<file path="src/rtl/cpu_alu.sv">
// Registered unsigned ALU: single-cycle ADD/SUB/MUL and a WIDTH-cycle restoring
// divider, with a start/valid/busy handshake toward the CPU control FSM.
module cpu_alu #(
  parameter int WIDTH = 4
) (
  input  logic             clk,
  input  logic             rst_n,
  input  logic             start,
  input  logic [1:0]       alu_sel,
  input  logic [WIDTH-1:0] alu_a,
  input  logic [WIDTH-1:0] alu_b,
  output logic [WIDTH-1:0] alu_out,
  output logic             valid,
  output logic             busy,
  output logic             carry,
  output logic             zero,
  output logic             div_by_zero
);

  localparam int CNT_W = $clog2(WIDTH + 1);

  typedef enum logic {IDLE, DIV_RUN} state_t;

  state_t             state_reg, state_next;
  logic [WIDTH-1:0]   out_reg, out_next;
  logic               valid_reg, valid_next;
  logic               carry_reg, carry_next;
  logic               zero_reg, zero_next;
  logic               dbz_reg, dbz_next;
  logic [WIDTH-1:0]   rem_reg, rem_next;
  logic [WIDTH-1:0]   quo_reg, quo_next;
  logic [WIDTH-1:0]   dvs_reg, dvs_next;
  logic [CNT_W-1:0]   cnt_reg, cnt_next;

  logic [WIDTH:0]     sum, diff;
  logic [2*WIDTH-1:0] prod;
  logic [WIDTH:0]     rem_sh;
  logic               fits;
  logic [WIDTH-1:0]   rem_step, quo_step;

  assign sum  = {1'b0, alu_a} + {1'b0, alu_b};
  assign diff = {1'b0, alu_a} - {1'b0, alu_b};
  assign prod = alu_a * alu_b;

  // One restoring step. The shifted remainder needs an extra bit for the compare,
  // but the difference always fits back into WIDTH bits because it is below the divisor.
  assign rem_sh   = {rem_reg, quo_reg[WIDTH-1]};
  assign fits     = (rem_sh >= {1'b0, dvs_reg});
  assign rem_step = fits ? (rem_sh[WIDTH-1:0] - dvs_reg) : rem_sh[WIDTH-1:0];
  assign quo_step = {quo_reg[WIDTH-2:0], fits};

  always_comb begin
    state_next = state_reg;
    out_next   = out_reg;
    valid_next = 1'b0;
    carry_next = carry_reg;
    zero_next  = zero_reg;
    dbz_next   = dbz_reg;
    rem_next   = rem_reg;
    quo_next   = quo_reg;
    dvs_next   = dvs_reg;
    cnt_next   = cnt_reg;

    case (state_reg)
      IDLE: begin
        if (start) begin
          case (alu_sel)
            2'b00: begin
              out_next   = sum[WIDTH-1:0];
              carry_next = sum[WIDTH];
              dbz_next   = 1'b0;
              valid_next = 1'b1;
            end
            2'b01: begin
              out_next   = diff[WIDTH-1:0];
              carry_next = diff[WIDTH];
              dbz_next   = 1'b0;
              valid_next = 1'b1;
            end
            2'b10: begin
              out_next   = prod[WIDTH-1:0];
              carry_next = |prod[2*WIDTH-1:WIDTH];
              dbz_next   = 1'b0;
              valid_next = 1'b1;
            end
            default: begin
              if (alu_b == '0) begin
                out_next   = '1;
                carry_next = 1'b0;
                dbz_next   = 1'b1;
                valid_next = 1'b1;
              end else begin
                state_next = DIV_RUN;
                rem_next   = '0;
                quo_next   = alu_a;
                dvs_next   = alu_b;
                cnt_next   = CNT_W'(WIDTH);
              end
            end
          endcase
        end
      end

      DIV_RUN: begin
        rem_next = rem_step;
        quo_next = quo_step;
        cnt_next = cnt_reg - 1'b1;
        if (cnt_reg == CNT_W'(1)) begin
          out_next   = quo_step;
          carry_next = 1'b0;
          dbz_next   = 1'b0;
          valid_next = 1'b1;
          state_next = IDLE;
        end
      end

      default: state_next = IDLE;
    endcase

    if (valid_next) zero_next = (out_next == '0);
  end

  always_ff @(posedge clk or negedge rst_n) begin
    if (!rst_n) begin
      state_reg <= IDLE;
      out_reg   <= '0;
      valid_reg <= 1'b0;
      carry_reg <= 1'b0;
      zero_reg  <= 1'b0;
      dbz_reg   <= 1'b0;
      rem_reg   <= '0;
      quo_reg   <= '0;
      dvs_reg   <= '0;
      cnt_reg   <= '0;
    end else begin
      state_reg <= state_next;
      out_reg   <= out_next;
      valid_reg <= valid_next;
      carry_reg <= carry_next;
      zero_reg  <= zero_next;
      dbz_reg   <= dbz_next;
      rem_reg   <= rem_next;
      quo_reg   <= quo_next;
      dvs_reg   <= dvs_next;
      cnt_reg   <= cnt_next;
    end
  end

  assign alu_out     = out_reg;
  assign valid       = valid_reg;
  assign busy        = (state_reg == DIV_RUN);
  assign carry       = carry_reg;
  assign zero        = zero_reg;
  assign div_by_zero = dbz_reg;

endmodule

</file>
<file path="config.mk">
export PLATFORM = sky130hd
export DESIGN_NAME = cpu_alu
export DESIGN_NICKNAME = d
export VERILOG_FILES = /design/src/rtl/cpu_alu.sv
export SDC_FILE = /design/constraint.sdc
export NUM_CORES = 1
export LEC_CHECK = 0
export BUFFER_PORTS_ARGS = -buffer_cell sky130_fd_sc_hd__buf_2
export CORE_MARGIN = 2
export CORE_UTILIZATION = 40
export DETAILED_ROUTE_END_ITERATION = 10
export SYNTH_ARGS = -nofsm -noshare
export SYNTH_HDL_FRONTEND = slang
export SYNTH_SLANG_ARGS = --single-unit
</file>
<file path="constraint.sdc">
create_clock -name clk -period 3.7 [get_ports clk]
set_clock_uncertainty 0.15 [all_clocks]
set_input_delay 0.74 -clock clk [delete_from_list [all_inputs] [get_ports clk]]
set_output_delay 0.74 -clock clk [all_outputs]
set_load 0.03 [all_outputs]
</file>
==> flow_summary.yaml, run 1 <==
worst_setup_path:
  reg2reg_to: "zero"
  cpMaxStageDelayCell: "fa_1"
  cp.required_ns: 3.71
  end_kind: "flip-flop"
  worstPathArrival_ns: 3.29
  crit_top_cell: "fa_1"
  r2r-start: "rem_reg[1]"
  rr_worst_depth: 6
  slowest_delay_ns: 0.54
  cp_cell_sequence: "buf_2 > nand2_1 > fa_1 > fa_1 > inv_1 > ha_1 > a21o_1 > a2111oi_0 > a31oi_1 > nor4_1 > o41ai_1"
  r2r_slack_ns: 1.58
  path_class: "input pin to flip-flop"
  worstSetupStartpointType: "input pin"
  critical_path.max_fanout: 6
die:
  die-area_um2: 5880
  chipHeight_um: 76.7
  initial_utilization_pct: 41.4
  ioPinCount: 22
  coreArea_um2: 5110
  dieWidth_um: 76.7
  rows: 26
detailed_routing:
  drcViolationCount: 0
  detail-route-antenna-nets: 0
  dr.pass1.iters: 4
  totalWireLength_mm: 4.74
  wl_per_cell_um: 14.5
  vias: 1737
  vias_per_cell: 5.30
  drtIter0Drc: 98
synth:
  muxShareOfSynthArea_pct: 3.85
  syn-num-nets: 283
  synth_top_family_by_area: "adder cells"
  ys_seq_elements: 24
  synth_flop_cell: "dfrtp_1"
  yosysSeqAreaShare_pct: 28.4
  synth.avg_cell_area_um2: 9.06
  yosys.area_share.simple_pct: 18.0
  postSynthCellCount: 233
  synth_cell_types: 50
  synth_area_leaders: "dfrtp_1 (28%), ha_1 (18%), fa_1 (6.6%), inv_1 (4.3%), o21ai_0 (3.8%)"
  syn_area_um2: 2110
  async_reset_ff_share_pct: 100
  yosys.area.top_type: "dfrtp_1"
  synth_top_area_share_pct: 28.4
  synth_xor_xnor_area_share_pct: 1.24
  synth_fa_ha_area_share_pct: 24.4
  synth-compound-area-share_pct: 18.5
  synth_edf_count: 0
  yosysWarnings: 0
hold_path:
  hp-class: "input pin to async pin"
clocking:
  cts_setup_buffers: 0
  clk_latency_ns: 0.27
  htree_levels: 1
  cts_tree: "built"
  clk_path_buf_depth: 2
  cts_resized: 0
  cts-root-buf: "clkbuf_8"
  cts.clk_slew.worst_paths_ns: 0.09
  cts_buffers: 3
  hold_buffers: 0
  clock-sinks: 24
power:
  powerDensity_nw_per_um2: 632
  p_leak_uw: 0.00119
  ir_drop_v: 0.000315
run:
  drv_cap: 0
final_layout:
  nets: 309
  final_area_um2: 2390
  fill_cells: 527
  final_cells: 328
  antenna-diode-count: 0
  syn_to_final_growth_pct: 13.3
  drive_gt1_share_pct: 14.7
place:
  numPortBuffers: 21
  placed_cells: 324
  dpl_cell_area_um2: 2320
  hpwl_mm: 3.80
  gp_congestion: 0.839
global_routing:
  antenna_found_initial: 0
  grt_remaining_overflow: 0
  grt_pass1_vias: 1771
  grt_start_max_net_pins: 25
  grt_usage_pct: 17.6
  grt_pass1_wl_mm: 8.46
run_status:
  status: "complete, no violations"
timing:
  layout_min_cycle_time_ns: 3.28
  tightest_slew_ns: 0.639
  report.final.slew_viol_count: 0
  setup_viol: 0
  slew-limit-headroom_pct: 57.2
  rsz0062_at_grt: "false"
  hold_viol_final: 0
  setup_total_negative_slack_ns: 0
  timing.fmax_ghz: 0.305
  finalCritPeriodShare_pct: 88.7
[power breakdown]
part           internal (uW)  switching [uW]  total [uW]
registers                387            94.0         481
logic                    311             484         795
clock network            145            90.2         235
total                    843             668        1510
[cell usage after synthesis, types with 4 or more instances]
cell,number
a21o_1,4
a21oi_1,10
a31oi_1,4
and2_1,5
dfrtp_1,24
fa_1,7
ha_1,30
inv_1,24
mux2i_1,7
nand2_1,20
nand2b_1,7
nand3_1,6
nor2_1,12
nor3_1,5
o21ai_0,16
[cell usage in the layout, fill, tap and decap left out, drive strengths merged, types with 2 or more instances in the layout]
| cell | n |
|---|---|
| a2111oi | 2 |
| nand2b | 7 |
| o21ai | 18 |
| and2 | 5 |
| nand3 | 6 |
| inv | 24 |
| buf | 27 |
| o41ai | 3 |
| nor2b | 3 |
| xor2 | 2 |
| mux2i | 7 |
| nand3b | 3 |
| o22ai | 2 |
| nor3 | 5 |
| nor2 | 12 |
| a21oi | 10 |
| a31oi | 5 |
| clkbuf | 3 |
| dfrtp | 24 |
| fa | 7 |
| a211oi | 3 |
| a21o | 4 |
| nand2 | 21 |
| nor4 | 2 |
| ha | 30 |
| o21a | 3 |
[cells by family (layout without fill, tap and decap cells)]
kind of cell / Yosys count / in the layout
AO/OA/AOI/OAI: 58 / 58
XOR/XNOR: 3 / 3
adder cells (fa/ha/maj): 37 / 37
buffers and inverters: 30 / 55
flip-flops: 24 / 24
multiplexers: 8 / 8
AND/OR/NAND/NOR: 73 / 73
[worst max-delay path by stage]
stage	from	to	slack, ns	depth (start not counted)
4_1_cts	alu_a[0]	carry	0.42	11
3_5_place_dp	alu_a[2]	carry	0.14	11
3_3_place_gp	alu_a[0]	carry	0.15	11
2_1_floorplan	alu_a[0]	carry	0.40	10
6_report	alu_a[2]	carry	0.42	11
5_1_grt	alu_a[0]	carry	0.23	11
[final cells by class]
cell class	instances	area (um2)	share of cell area, %
clock inverters	1	30.0	1.26
clock buffers	3	41.3	1.73
repair buffers	27	150	6.28
multi-input cells	179	1390	58.2
flip-flops and latches	24	601	25.1
well taps	70	87.6	3.66
inverters	24	90.1	3.77
[metrics by stage]
| step | power (uW) | util [%] | hold WS (ns) | setup slack [ns] |
|---|---|---|---|---|
| floorplan | 1080 | - | 0.294 | 0.397 |
| global placement | 1280 | 45.4 | 0.325 | 0.150 |
| detailed placement | 1290 | 45.4 | 0.327 | 0.135 |
| CTS | 1530 | 46.8 | 0.317 | 0.415 |
| global route | 1680 | 46.8 | 0.345 | 0.228 |
| finish | 1510 | 46.8 | 0.293 | 0.419 |
[worst max-delay path: cells and delay by family]
kind / cells / cell delay, ns
AO/OA/AOI/OAI: 4 / 0.75
adder cells (fa/ha/maj): 3 / 1.30
buffers and inverters: 2 / 0.22
AND/OR/NAND/NOR: 2 / 0.27
[layer usage]
| layer | share of wire, % | GRT usage (%) | vias to the layer above |
|---|---|---|---|
| met5 | 0 | 0 | - |
| met4 | 1.6 | 4.36 | 0 |
| met3 | 3.4 | 2.47 | 9 |
| met2 | 47 | 30.4 | 36 |
| met1 | 48 | 23.4 | 823 |
| li1 | - | - | 869 |
Note: power is estimated with default switching activity, not from simulation.
==> run 2: changes to the inputs <==
--- a/config.mk
+++ b/config.mk
@@ -5,6 +5,7 @@
 export SDC_FILE = /design/constraint.sdc
 export NUM_CORES = 1
 export LEC_CHECK = 0
+export ABC_AREA = 1
 export BUFFER_PORTS_ARGS = -buffer_cell sky130_fd_sc_hd__buf_2
 export CORE_MARGIN = 2
 export CORE_UTILIZATION = 40
==> run 2 against run 1 <==
  * Utilization fell by 1.0 points
  * Synthesized cell count rose by 18%
  * Clock power fell by 36%
  * Synthesized area barely moved
  * Highest routed layer unchanged
  * Register-to-register slack got worse by 0.04 ns
  * Critical path depth rose by 2
  * Setup slack improved by 0.13 ns
  * First-iteration DRC count fell by 15%
  * Global-route usage fell by 0.98 points
==> flow_summary.yaml, run 2 <==
run_status:
  status: "complete, no violations"
detailed_routing:
  detail-route-antenna-nets: 0
  dr.pass1.iters: 4
  vias: 1775
  wl_per_cell_um: 12.6
  vias_per_cell: 4.82
  totalWireLength_mm: 4.64
  drtIter0Drc: 83
  drcViolationCount: 0
timing:
  layout_min_cycle_time_ns: 3.15
  hold_viol_final: 0
  finalCritPeriodShare_pct: 85.2
  setup_total_negative_slack_ns: 0
  report.final.slew_viol_count: 0
  slew-limit-headroom_pct: 52.6
  rsz0062_at_grt: "false"
  tightest_slew_ns: 0.711
  timing.fmax_ghz: 0.317
  setup_viol: 0
  worst_slack_ns: 0.546
worst_setup_path:
  end_kind: "flip-flop"
  worstSetupStartpoint: "alu_b[3]"
  r2r_slack_ns: 1.54
  endpoint: "carry"
  critical_path.max_fanout: 7
  rr_worst_depth: 9
  reg2reg_to: "zero"
  r2r-start: "busy"
  cp.required_ns: 3.71
  path_class: "input pin to flip-flop"
  worstSetupStartpointType: "input pin"
  worstPathArrival_ns: 3.16
synth:
  synth.avg_cell_area_um2: 7.68
  synth_edf_count: 0
  yosys.area_share.simple_pct: 25.2
  synth_top_area_share_pct: 28.4
  synth-compound-area-share_pct: 11.2
  synth_xor_xnor_area_share_pct: 1.24
  ys_seq_elements: 24
  syn_area_um2: 2110
  syn-num-nets: 325
  postSynthCellCount: 275
  yosys.area.top_type: "dfrtp_1"
  synth_fa_ha_area_share_pct: 24.4
  yosysSeqAreaShare_pct: 28.4
  yosys-top-cells-count: "nand2_1 (72), inv_1 (46), ha_1 (30)"
  synth.most_common_cell: "nand2_1"
  yosysWarnings: 0
  synth_top_family_by_area: "simple AND/OR/NAND/NOR gates"
  synth_area_leaders: "dfrtp_1 (28%), ha_1 (18%), nand2_1 (13%), inv_1 (8.2%), fa_1 (6.6%)"
  synth_flop_cell: "dfrtp_1"
  async_reset_ff_share_pct: 100
  synth_cell_types: 29
  muxShareOfSynthArea_pct: 0
run:
  drv_cap: 0
place:
  hpwl_mm: 3.66
  gp_congestion: 0.768
  numPortBuffers: 21
  dp_slack_ns: 0.270
final_layout:
  syn_to_final_growth_pct: 10.7
  antenna-diode-count: 0
  nets: 350
  mostFrequentLayoutCells: "nand2_1 (72), inv_1 (46), ha_1 (30)"
  drive_gt1_share_pct: 12.1
  final_common_cell: "nand2_1"
die:
  coreArea_um2: 5110
  chipHeight_um: 76.7
  rows: 26
  dieWidth_um: 76.7
  ioPinCount: 22
  die-area_um2: 5880
  initial_utilization_pct: 41.4
global_routing:
  grt_pass1_wl_mm: 8.03
  grt_start_max_net_pins: 25
  grt_usage_pct: 16.7
  grt_remaining_overflow: 0
  antenna_found_initial: 0
  grt_pass1_vias: 1736
clocking:
  cts_setup_buffers: 0
  clock-sinks: 24
  htree_levels: 1
  hold_buffers: 0
  cts_buffers: 3
  cts_resized: 0
  clk_latency_ns: 0.26
  cts-root-buf: "clkbuf_8"
  cts_tree: "built"
  clk_path_buf_depth: 2
  cts.clk_slew.worst_paths_ns: 0.08
power:
  ir_drop_v: 0.000196
  power_frac_seq_pct: 34.6
  powerDensity_nw_per_um2: 618
  clockPowerShare_pct: 10.5
  p_sw_uw: 692
  combPwrFrac_pct: 55.0
  p_int_uw: 752
  p_leak_uw: 0.00132
  sw_frac_of_total_pct: 47.9
hold_path:
  hp-class: "input pin to async pin"
==> run 2: cell types whose count changed in the layout (fill, tap and decap cells not counted), moves of 7 or more <==
cell / before / now
nand2b_1: 7 / 0
mux2i_1: 7 / 0
inv_1: 24 / 46
nand3_1: 6 / 22
nand2_1: 20 / 72
==> run 2: cell families (layout without fill, tap and decap cells) <==
logic type	Yosys count	after routing
AOI/OAI and AO/OA	38	38
DFF	24	24
adders and majority gates	37	37
and+or+nand+nor	122	122
xor gates and xnor gates	3	3
buffers and inverters	51	74
==> run 2: routing by layer <==
layer | part of all wire, % | track usage [%]
met1 | 52 | 24.9
met2 | 44 | 26.1
met3 | 2.8 | 1.06
met4 | 1.0 | 4.36
met5 | 0 | 0
==> run 2: per-stage QoR <==
step	total power [uW]	util, %	area (um2)	hold WS [ns]	cells
3_5_place_dp	1300	45.0	2300	0.317	365
3_3_place_gp	1290	45.0	2300	0.315	365
5_1_grt	1600	45.8	2340	0.340	368
2_1_floorplan	1100	-	2110	0.294	275
4_1_cts	1450	45.8	2340	0.324	368
6_report	1440	45.8	2340	0.303	368
==> run 2: worst max-delay path, cell delays in order <==
cell and delay (ns):
buf_2 0.15, nand2_1 0.09, fa_1 0.51, fa_1 0.54
inv_1 0.07, fa_1 0.43, xor2_1 0.15, nor3_1 0.16
nand3_1 0.10, nand2_1 0.07, nand2_1 0.05, nand2_1 0.06
nand2_1 0.04
==> run 2: layout make-up <==
type | count | area, um2
clock buffers | 3 | 41.3
fillers | 542 | 2770
inverters | 49 | 188
multi-input cells | 200 | 1310
flip-flops and latches | 24 | 601
well taps | 70 | 87.6
repair buffers | 22 | 113
==> run 2: worst min path at each step <==
stage,startpoint,endpoint
after floorplan,rst_n,alu_out[0]
after global routing,rst_n,rem_reg[3]
after global placement,cnt_reg[2],cnt_reg[2]
after CTS,rst_n,rem_reg[3]
final,rst_n,rem_reg[3]
after detailed placement,cnt_reg[2],cnt_reg[2]
==> run 2: power groups by stage <==
stage               registers (uW)  logic, uW  clock network (uW)
global route                   519        916                 167
floorplan                      549        547                   0
finish                         499        794                 151
global placement               503        789                   0
detailed placement             505        795                   0
CTS                            500        799                 156
==> run 3: changes to the inputs <==
--- a/config.mk
+++ b/config.mk
@@ -7,9 +7,10 @@
 export LEC_CHECK = 0
 export ABC_AREA = 1
 export BUFFER_PORTS_ARGS = -buffer_cell sky130_fd_sc_hd__buf_2
-export CORE_MARGIN = 2
+export CORE_MARGIN = 8
 export CORE_UTILIZATION = 40
 export DETAILED_ROUTE_END_ITERATION = 10
+export PLACE_DENSITY = 0.63
 export SYNTH_ARGS = -nofsm -noshare
 export SYNTH_HDL_FRONTEND = slang
 export SYNTH_SLANG_ARGS = --single-unit
==> constraint.sdc (replaced) <==
create_clock -name clk -period 2.9 [get_ports clk]
set_clock_uncertainty 0.15 [all_clocks]
set_input_delay 0.58 -clock clk [delete_from_list [all_inputs] [get_ports clk]]
set_output_delay 0.58 -clock clk [all_outputs]
set_load 0.03 [all_outputs]
==> run 3 against run 2 <==
  * Count of clock-buffer cells in the layout stayed put
  * Non-clock buffer count up 14
  * Hold slack lost 0.17 ns
  * Die area up 34%
==> flow_summary.yaml, run 3 (same netlist as run 2, synthesis figures left out) <==
final_layout:
  final_cells: 382
  fill_cells: 529
  final_common_cell: "nand2_1"
  drive_gt1_share_pct: 17.0
  syn_to_final_growth_pct: 16.4
  register_area_um2: 601
  mostFrequentLayoutCells: "nand2_1 (72), inv_1 (45), ha_1 (29)"
  multi_input_area_um2: 1330
  antenna-diode-count: 0
  nets: 364
  final_util_pct: 48.2
detailed_routing:
  dr.pass1.iters: 4
  vias_per_cell: 4.82
  totalWireLength_mm: 4.78
  drtIter0Drc: 67
  drcViolationCount: 0
  vias: 1842
  detail-route-antenna-nets: 0
  wl_per_cell_um: 12.5
place:
  gp_congestion: 0.835
  numPortBuffers: 21
  placed_cells: 379
  hpwl_mm: 3.90
  dp_slack_ns: -0.177
die:
  dieWidth_um: 88.7
  coreArea_um2: 5110
  rows: 26
  chipHeight_um: 88.7
  initial_utilization_pct: 41.4
  die-area_um2: 7870
  ioPinCount: 22
power:
  finalPower_uw: 1870
  ir_drop_v: 0.000374
  p_leak_uw: 0.00138
  powerDensity_nw_per_um2: 759
global_routing:
  grt_start_max_net_pins: 25
  grt_remaining_overflow: 0
  grt_pass1_vias: 1884
  grt_pass1_wl_mm: 8.38
  antenna_found_initial: 0
  grt_usage_pct: 13.4
worst_setup_path:
  cp.required_ns: 2.91
  critical_path.max_fanout: 3
  r2r_slack_ns: 1.05
  worstSetupStartpointType: "input pin"
  worstPathArrival_ns: 2.83
  r2r-start: "rem_reg[1]"
  reg2reg_to: "zero"
  rr_worst_depth: 10
  path_class: "input pin to flip-flop"
  end_kind: "flip-flop"
clocking:
  clock-sinks: 24
  htree_levels: 1
  cts_tree: "built"
  cts.clk_slew.worst_paths_ns: 0.08
  clk_latency_ns: 0.26
  cts_setup_buffers: 0
  cts_buffers: 3
  clk_path_buf_depth: 2
  cts_resized: 0
  cts-root-buf: "clkbuf_8"
  hold_buffers: 0
timing:
  worst_slack_ns: 0.0836
  layout_min_cycle_time_ns: 2.82
  hold_viol_final: 0
  setup_total_negative_slack_ns: 0
  report.final.slew_viol_count: 0
  tightest_slew_ns: 0.533
  setup_viol: 0
  rsz0062_at_grt: "false"
  finalCritPeriodShare_pct: 97.1
  slew-limit-headroom_pct: 64.5
  timing.fmax_ghz: 0.355
run:
  drv_cap: 0
run_status:
  status: "complete, no violations"
hold_path:
  hp-class: "input pin to async pin"
==> run 3: worst max-delay path by stage <==
| stage | slack [ns] | cells past startpoint | to | start |
|---|---|---|---|---|
| 6_report | 0.08 | 13 | carry | alu_a[2] |
| 5_1_grt | 0.0002 | 15 | carry | alu_b[2] |
| 4_1_cts | 0.10 | 13 | carry | alu_a[2] |
| 3_3_place_gp | -0.16 | 14 | carry | alu_b[1] |
| 2_1_floorplan | 0.03 | 12 | carry | alu_b[1] |
| 3_5_place_dp | -0.18 | 13 | carry | alu_a[2] |
==> run 3: layout make-up <==
class | count | share of cell area, %
Clock buffer | 3 | 1.68
Inverter | 49 | 7.63
Multi-Input combinational cell | 200 | 53.9
Sequential cell | 24 | 24.4
Tap cell | 70 | 3.56
Timing Repair Buffer | 36 | 8.85
==> run 3: critical path: stages <==
cell and delay (ns):
buf_2 0.10, nand2_1 0.07, fa_1 0.49, fa_1 0.50, inv_2 0.06, fa_2 0.38
xor2_1 0.15, nor3_1 0.19, nand3_1 0.09, nand2_1 0.06, nand2_1 0.05, nand2_1 0.06
nand2_1 0.04
==> run 3: per-layer routing <==
layer	GRT usage, %	wire [um]
met2	23.3	2340
met4	4.92	83
met5	0	0
met1	16.7	2220
met3	1.02	127
==> run 3: metrics by stage <==
stage,hold slack (ns),cell area [um2]
3_3_place_gp,0.313,2410
2_1_floorplan,0.134,2120
5_1_grt,0.190,2460
4_1_cts,0.157,2450
3_5_place_dp,0.310,2410
6_report,0.138,2460
==> run 3: where the power goes <==
part           leakage [uW]  switching, uW  internal (uW)
Combinational       0.00107            676            395
Sequential         0.000291            108            496
Clock             0.0000216           99.3           92.8
Total               0.00138            883            984
